--- src/rtl/usb_phy_rx.sv ---
// Full-speed USB receive PHY: line-state decode, SYNC detection, NRZI decode,
// bit unstuffing, byte assembly and a small output FIFO toward the link layer.
module usb_phy_rx #(
    parameter int unsigned FIFO_DEPTH = 4
) (
    input  logic       clk,
    input  logic       rst_n,
    input  logic       dp,
    input  logic       dm,
    input  logic       bit_en,
    input  logic       tx_active,
    output logic       rx_lp_sop,
    output logic       rx_lp_eop,
    output logic       rx_lp_valid,
    input  logic       rx_lp_ready,
    output logic [7:0] rx_lp_data,
    output logic       rx_err
);

    localparam int unsigned PTR_W = (FIFO_DEPTH > 1) ? $clog2(FIFO_DEPTH) : 1;
    localparam int unsigned CNT_W = PTR_W + 1;
    localparam int unsigned ENT_W = 10;

    typedef enum logic [2:0] {S_IDLE, S_SYNC, S_DATA, S_ABORT, S_EOP} state_e;
    typedef enum logic [1:0] {L_SE0, L_J, L_K} line_e;

    state_e           state_q, state_d;
    line_e            line_c;
    logic             bit_c;

    line_e            prev_q, prev_d;
    logic             last_k_q, last_k_d;
    logic [2:0]       ones_q, ones_d;
    logic [2:0]       bcnt_q, bcnt_d;
    logic [6:0]       shift_q, shift_d;
    logic             hold_v_q, hold_v_d;
    logic             hold_sop_q, hold_sop_d;
    logic [7:0]       hold_data_q, hold_data_d;
    logic             any_byte_q, any_byte_d;

    logic             push_en_c, push_sop_c, push_eop_c, err_ev_c;
    logic [7:0]       push_data_c;

    logic [ENT_W-1:0] mem_q [FIFO_DEPTH];
    logic [ENT_W-1:0] mem_d [FIFO_DEPTH];
    logic [PTR_W-1:0] wr_ptr_q, wr_ptr_d, rd_ptr_q, rd_ptr_d;
    logic [CNT_W-1:0] cnt_q, cnt_d;
    logic             rx_err_q, rx_err_d;
    logic             full_c, pop_c, push_ok_c, drop_c;

    // Line-state decode; dp=dm=1 is treated as SE0, NRZI bit is 1 when the state repeats
    always_comb begin
        line_c = L_SE0;
        if (dp && !dm)      line_c = L_J;
        else if (!dp && dm) line_c = L_K;
        bit_c = (line_c == prev_q);
    end

    // State register
    always_ff @(posedge clk or negedge rst_n) begin
        if (!rst_n) state_q <= S_IDLE;
        else        state_q <= state_d;
    end

    // Next-state logic; transmit activity forces IDLE regardless of bit strobe
    always_comb begin
        state_d = state_q;
        if (tx_active) begin
            state_d = S_IDLE;
        end else if (bit_en) begin
            case (state_q)
                S_IDLE:  if (line_c == L_K) state_d = S_SYNC;
                S_SYNC: begin
                    if (line_c == L_SE0)                  state_d = S_IDLE;
                    else if (line_c == L_K && last_k_q)   state_d = S_DATA;
                end
                S_DATA: begin
                    if (line_c == L_SE0)                  state_d = S_EOP;
                    else if (ones_q == 3'd6 && bit_c)     state_d = S_ABORT;
                end
                S_ABORT: if (line_c == L_SE0) state_d = S_EOP;
                S_EOP: begin
                    if (line_c == L_J)      state_d = S_IDLE;
                    else if (line_c == L_K) state_d = S_SYNC;
                end
                default: state_d = S_IDLE;
            endcase
        end
    end

    // Output/datapath logic: unstuffing, byte assembly, holding register and FIFO pushes
    always_comb begin
        prev_d      = prev_q;
        last_k_d    = last_k_q;
        ones_d      = ones_q;
        bcnt_d      = bcnt_q;
        shift_d     = shift_q;
        hold_v_d    = hold_v_q;
        hold_sop_d  = hold_sop_q;
        hold_data_d = hold_data_q;
        any_byte_d  = any_byte_q;
        push_en_c   = 1'b0;
        push_sop_c  = hold_sop_q;
        push_eop_c  = 1'b0;
        push_data_c = hold_data_q;
        err_ev_c    = 1'b0;

        if (tx_active) begin
            hold_v_d   = 1'b0;
            bcnt_d     = 3'd0;
            ones_d     = 3'd0;
            last_k_d   = 1'b0;
            any_byte_d = 1'b0;
        end else if (bit_en) begin
            case (state_q)
                S_IDLE, S_EOP: last_k_d = (line_c == L_K);
                S_SYNC: begin
                    last_k_d = (line_c == L_K);
                    if (line_c == L_K && last_k_q) begin
                        prev_d     = L_K;
                        ones_d     = 3'd0;
                        bcnt_d     = 3'd0;
                        hold_v_d   = 1'b0;
                        any_byte_d = 1'b0;
                    end
                end
                S_DATA: begin
                    if (line_c == L_SE0) begin
                        // End of packet: flush held byte as last, flag a partial byte
                        push_en_c  = hold_v_q;
                        push_eop_c = 1'b1;
                        hold_v_d   = 1'b0;
                        err_ev_c   = (bcnt_q != 3'd0);
                        bcnt_d     = 3'd0;
                        ones_d     = 3'd0;
                    end else begin
                        prev_d = line_c;
                        if (ones_q == 3'd6) begin
                            ones_d = 3'd0;
                            bcnt_d = bcnt_q;
                            if (bit_c) begin
                                // Seventh consecutive 1: stuffing violation
                                err_ev_c   = 1'b1;
                                push_en_c  = hold_v_q;
                                push_eop_c = 1'b1;
                                hold_v_d   = 1'b0;
                                bcnt_d     = 3'd0;
                            end
                        end else begin
                            shift_d = {bit_c, shift_q[6:1]};
                            ones_d  = bit_c ? (ones_q + 3'd1) : 3'd0;
                            bcnt_d  = bcnt_q + 3'd1;
                            if (bcnt_q == 3'd7) begin
                                // Completed byte enters holding; older held byte goes out
                                push_en_c   = hold_v_q;
                                push_eop_c  = 1'b0;
                                hold_data_d = {bit_c, shift_q};
                                hold_sop_d  = !any_byte_q;
                                hold_v_d    = 1'b1;
                                any_byte_d  = 1'b1;
                            end
                        end
                    end
                end
                default: ;
            endcase
        end
    end

    // Receiver datapath registers
    always_ff @(posedge clk or negedge rst_n) begin
        if (!rst_n) begin
            prev_q      <= L_K;
            last_k_q    <= 1'b0;
            ones_q      <= 3'd0;
            bcnt_q      <= 3'd0;
            shift_q     <= 7'd0;
            hold_v_q    <= 1'b0;
            hold_sop_q  <= 1'b0;
            hold_data_q <= 8'd0;
            any_byte_q  <= 1'b0;
        end else begin
            prev_q      <= prev_d;
            last_k_q    <= last_k_d;
            ones_q      <= ones_d;
            bcnt_q      <= bcnt_d;
            shift_q     <= shift_d;
            hold_v_q    <= hold_v_d;
            hold_sop_q  <= hold_sop_d;
            hold_data_q <= hold_data_d;
            any_byte_q  <= any_byte_d;
        end
    end

    // FIFO control: a pop frees room for a simultaneous push when full
    always_comb begin
        full_c    = (cnt_q == CNT_W'(FIFO_DEPTH));
        pop_c     = (cnt_q != '0) && rx_lp_ready;
        push_ok_c = push_en_c && (!full_c || pop_c);
        drop_c    = push_en_c && full_c && !pop_c;
        mem_d     = mem_q;
        wr_ptr_d  = wr_ptr_q;
        rd_ptr_d  = rd_ptr_q;
        if (push_ok_c) begin
            mem_d[wr_ptr_q] = {push_sop_c, push_eop_c, push_data_c};
            wr_ptr_d        = wr_ptr_q + PTR_W'(1);
        end
        if (pop_c) rd_ptr_d = rd_ptr_q + PTR_W'(1);
        cnt_d    = cnt_q + CNT_W'(push_ok_c) - CNT_W'(pop_c);
        rx_err_d = err_ev_c || drop_c;
    end

    // FIFO storage and error pulse registers
    always_ff @(posedge clk or negedge rst_n) begin
        if (!rst_n) begin
            mem_q    <= '{default: '0};
            wr_ptr_q <= '0;
            rd_ptr_q <= '0;
            cnt_q    <= '0;
            rx_err_q <= 1'b0;
        end else begin
            mem_q    <= mem_d;
            wr_ptr_q <= wr_ptr_d;
            rd_ptr_q <= rd_ptr_d;
            cnt_q    <= cnt_d;
            rx_err_q <= rx_err_d;
        end
    end

    assign rx_lp_valid = (cnt_q != '0);
    assign rx_lp_sop   = mem_q[rd_ptr_q][9];
    assign rx_lp_eop   = mem_q[rd_ptr_q][8];
    assign rx_lp_data  = mem_q[rd_ptr_q][7:0];
    assign rx_err      = rx_err_q;

endmodule
--- config.mk ---
export PLATFORM = sky130hd
export DESIGN_NAME = usb_phy_rx
export DESIGN_NICKNAME = d
export VERILOG_FILES = /design/src/rtl/usb_phy_rx.sv
export SDC_FILE = /design/constraint.sdc
export NUM_CORES = 1
export LEC_CHECK = 0
export ABC_AREA = 1
export CORE_MARGIN = 2
export CORE_UTILIZATION = 45
export DETAILED_ROUTE_END_ITERATION = 16
export SLEW_MARGIN = 15
export SYNTH_ARGS = -nofsm -noshare
export SYNTH_HDL_FRONTEND = slang
export SYNTH_SLANG_ARGS = --single-unit
--- constraint.sdc ---
create_clock -name clk -period 2.5 [get_ports clk]
set_clock_uncertainty 0.2 [all_clocks]
set_input_delay 0.625 -clock clk [delete_from_list [all_inputs] [get_ports clk]]
set_output_delay 0.625 -clock clk [all_outputs]
set_load 0.02 [all_outputs]
==> impl_metrics.yaml <==
cts:
  cts_buffers: 9
  root_buffer: "clkbuf_8"
  clockBufferDepth: 2
  insertion_delay_ns: 0.35
  htreeDepth: 3
  cts_tree: "built"
  path_clk_slew_ns: 0.09
  cts.sinks: 78
cells_and_area:
  multi_input_area_mm2: 0.00175
  final_common_cell: "nand2_1"
  final_area_mm2: 0.00468
  area_growth_pct: 23.7
  num-fill-cells: 737
  antennaDiodeCount: 0
  regArea_mm2: 0.00195
  finalNetCount: 537
  drive_gt1_share_pct: 19.4
  stdcell_count: 626
  layout_common_cells: "172 x nand2_1, 77 x dfrtp_1, 38 x buf_4"
yosys:
  ys_warn_count: 0
  postSynthCellCount: 454
  yosysSeqAreaShare_pct: 51.6
  synth_nets: 475
  syn_area_mm2: 0.00379
  synth_area_leaders: "dfrtp_1 51%, nand2_1 17%, o21ai_0 5.0%"
  synthDominantCellAreaShare_pct: 50.9
  ys_seq_elements: 78
  ys_types: 27
  synth_top_area_cell: "dfrtp_1"
  syn_avg_cell_area_um2: 8.34
critical_path:
  worstSetupEndpointType: "flop"
  crit_path_top_delay_cell: "fa_2"
  r2r-end: "cnt_q[1]$_DFF_PN0_"
  cpPeakStageDelay_ns: 0.51
  critical_path_class: "in2reg"
  crit_fanout: 6
  worstPathCellList: "clkdlybuf4s50_1 > inv_1 > nand3_1 > nand3_4 > ha_4 > inv_2 > ha_4 > inv_2 > fa_2 > inv_1"
  rr_startpoint: "ones_q[0]$_DFFE_PN0P_"
  cp.required_ns: 2.56
  worst-path-buf-inv: 5
  worstPathArrival_ns: 2.48
  r2r_cells: 13
  cp-start-kind: "input pin"
  reg2reg_slack_ns: 0.14
  crit_family: "adder cells"
place:
  placed_area_mm2: 0.00446
  gp_congestion: 0.841
  placed_cells: 606
  port-buffer-count: 18
  place_hpwl_mm: 5.96
global_routing:
  grt_util_all_layers_pct: 20.5
  grt_pass1_wl_mm: 14.4
  antenna_found_initial: 0
  grt_max_degree: 61
  grt-ovfl-total: 0
  grt_pass1_vias: 2969
floorplan:
  die_h_um: 95.7
  io_pins: 19
  coreArea_mm2: 0.00818
  initial_utilization_pct: 46.3
  die_area_mm2: 0.00916
  rows: 33
  die_w_um: 95.7
sta:
  rsz0062_at_grt: "yes"
  min_period_ns: 2.43
  slew-limit-headroom_pct: 79.0
  setup_violations: 0
  fmax_mhz: 412
  fin_tns_setup_ns: 0
  drv_slew: 0
  fin_crit_sh_pct: 97.1
  finalHoldViolations: 0
  tightest_slew_ns: 0.315
min_path:
  min_path_cells: 1
  hold_end: "hold_sop_q$_DFFE_PN0P_"
  hold_path_class: "reg2reg"
  min_from: "any_byte_q$_DFFE_PN0P_"
pwr:
  p_leak_uw: 0.00246
  peakVddDrop_mv: 0.315
  power.density_mw_per_mm2: 776
  total_power_uw: 3630
route:
  vias_per_cell: 4.92
  wl_per_cell_um: 13.5
  routed_wl_mm: 8.44
  vias: 3080
  drc: 0
  ant_nets: 0
  dr.pass1.iters: 4
  drtIter0Drc: 149
job:
  drv_cap: 0
outcome:
  status: "complete, no violations"
==> repair_timing <==
action / CTS / global route
gates resized for setup: 23 / 26
setup buffers: 0 / 3
hold buffers: 1 / 0
hold endpoints to repair: 17 / 0
setup endpoints to repair: 12 / 12
pin swaps: 0 / 5
==> where the power goes <==
| part | internal [uW] | switching (uW) | total, uW |
|---|---|---|---|
| combinational | 483 | 695 | 1180 |
| sequential | 1340 | 61.5 | 1400 |
| clock | 570 | 490 | 1060 |
| total | 2390 | 1250 | 3630 |
==> logic make-up after synthesis <==
logic type               count (synthesis)  share of synthesized area, %
adder cells (fa/ha/maj)                 14                          4.82
buffers and inverters                   48                          4.79
AND/OR/NAND/NOR                        240                          27.9
XOR/XNOR                                 6                          1.39
AO/OA/AOI/OAI                           68                          9.48
flip-flops                              78                          51.6
==> final cells by class <==
cell class              count  share of cell area [%]
clock buffers              10                    2.72
well taps                 105                    2.80
repair buffers             59                    10.0
inverters                  40                    3.37
clock inverters             6                    1.98
flip-flops and latches     78                    41.7
multi-input cells         328                    37.4
==> cells in the mapped netlist <==
master / number
o21ai_0: 38
xor2_1: 3
ha_1: 13
o21ai_1: 9
nand4_1: 6
buf_2: 1
a21oi_1: 9
fa_1: 1
xnor2_1: 3
nor2_1: 32
dfrtp_1: 77
inv_2: 3
nand3b_1: 1
o22ai_1: 10
nor3_1: 1
o2111ai_1: 1
inv_1: 37
nand2_2: 2
nand3_2: 2
o31ai_1: 1
nor2_4: 3
nand3_4: 1
nand2_1: 174
nor2_8: 4
dfstp_2: 1
nand3_1: 14
clkbuf_1: 7
==> per-layer routing <==
metal / up-vias / routed length, um / GRT usage, %
met5: - / 0 / 0
met4: 0 / 112 / 7.62
met3: 10 / 257 / 2.90
met2: 48 / 4010 / 32.9
met1: 1442 / 4060 / 28.4
li1: 1580 / - / -
==> registers in the layout (all words and copies together), names as in the netlist, 2 cells and up <==
signal,cells
state_q,3
ones_q,3
shift_q,7
hold_data_q,8
bcnt_q,3
mem_q,40
prev_q,2
wr_ptr_q,2
cnt_q,3
rd_ptr_q,2
==> worst max path at each step <==
| stage | from | slack [ns] | cells after the start | end |
|---|---|---|---|---|
| finish | rx_lp_ready | 0.07 | 10 | cnt_q[1]$_DFF_PN0_ |
| detailed placement | dp | -0.80 | 15 | cnt_q[1]$_DFF_PN0_ |
| CTS | rd_ptr_q[0]$_DFFE_PN0P_ | 0.006 | 5 | rx_lp_sop |
| global route | rx_lp_ready | -0.0003 | 10 | cnt_q[1]$_DFF_PN0_ |
| floorplan | dp | -0.33 | 14 | cnt_q[1]$_DFF_PN0_ |
| global placement | dp | -0.74 | 15 | cnt_q[1]$_DFF_PN0_ |
==> per-stage QoR <==
stage	worst slack (ns)	utilization (%)	hold slack [ns]
finish	0.0737	57.3	0.265
global route	-0.000293	57.3	0.288
CTS	0.00567	57.4	0.272
detailed placement	-0.797	54.6	0.259
global placement	-0.743	54.6	0.246
floorplan	-0.331	-	0.129
No activity file was read; power rests on OpenSTA's default activity.
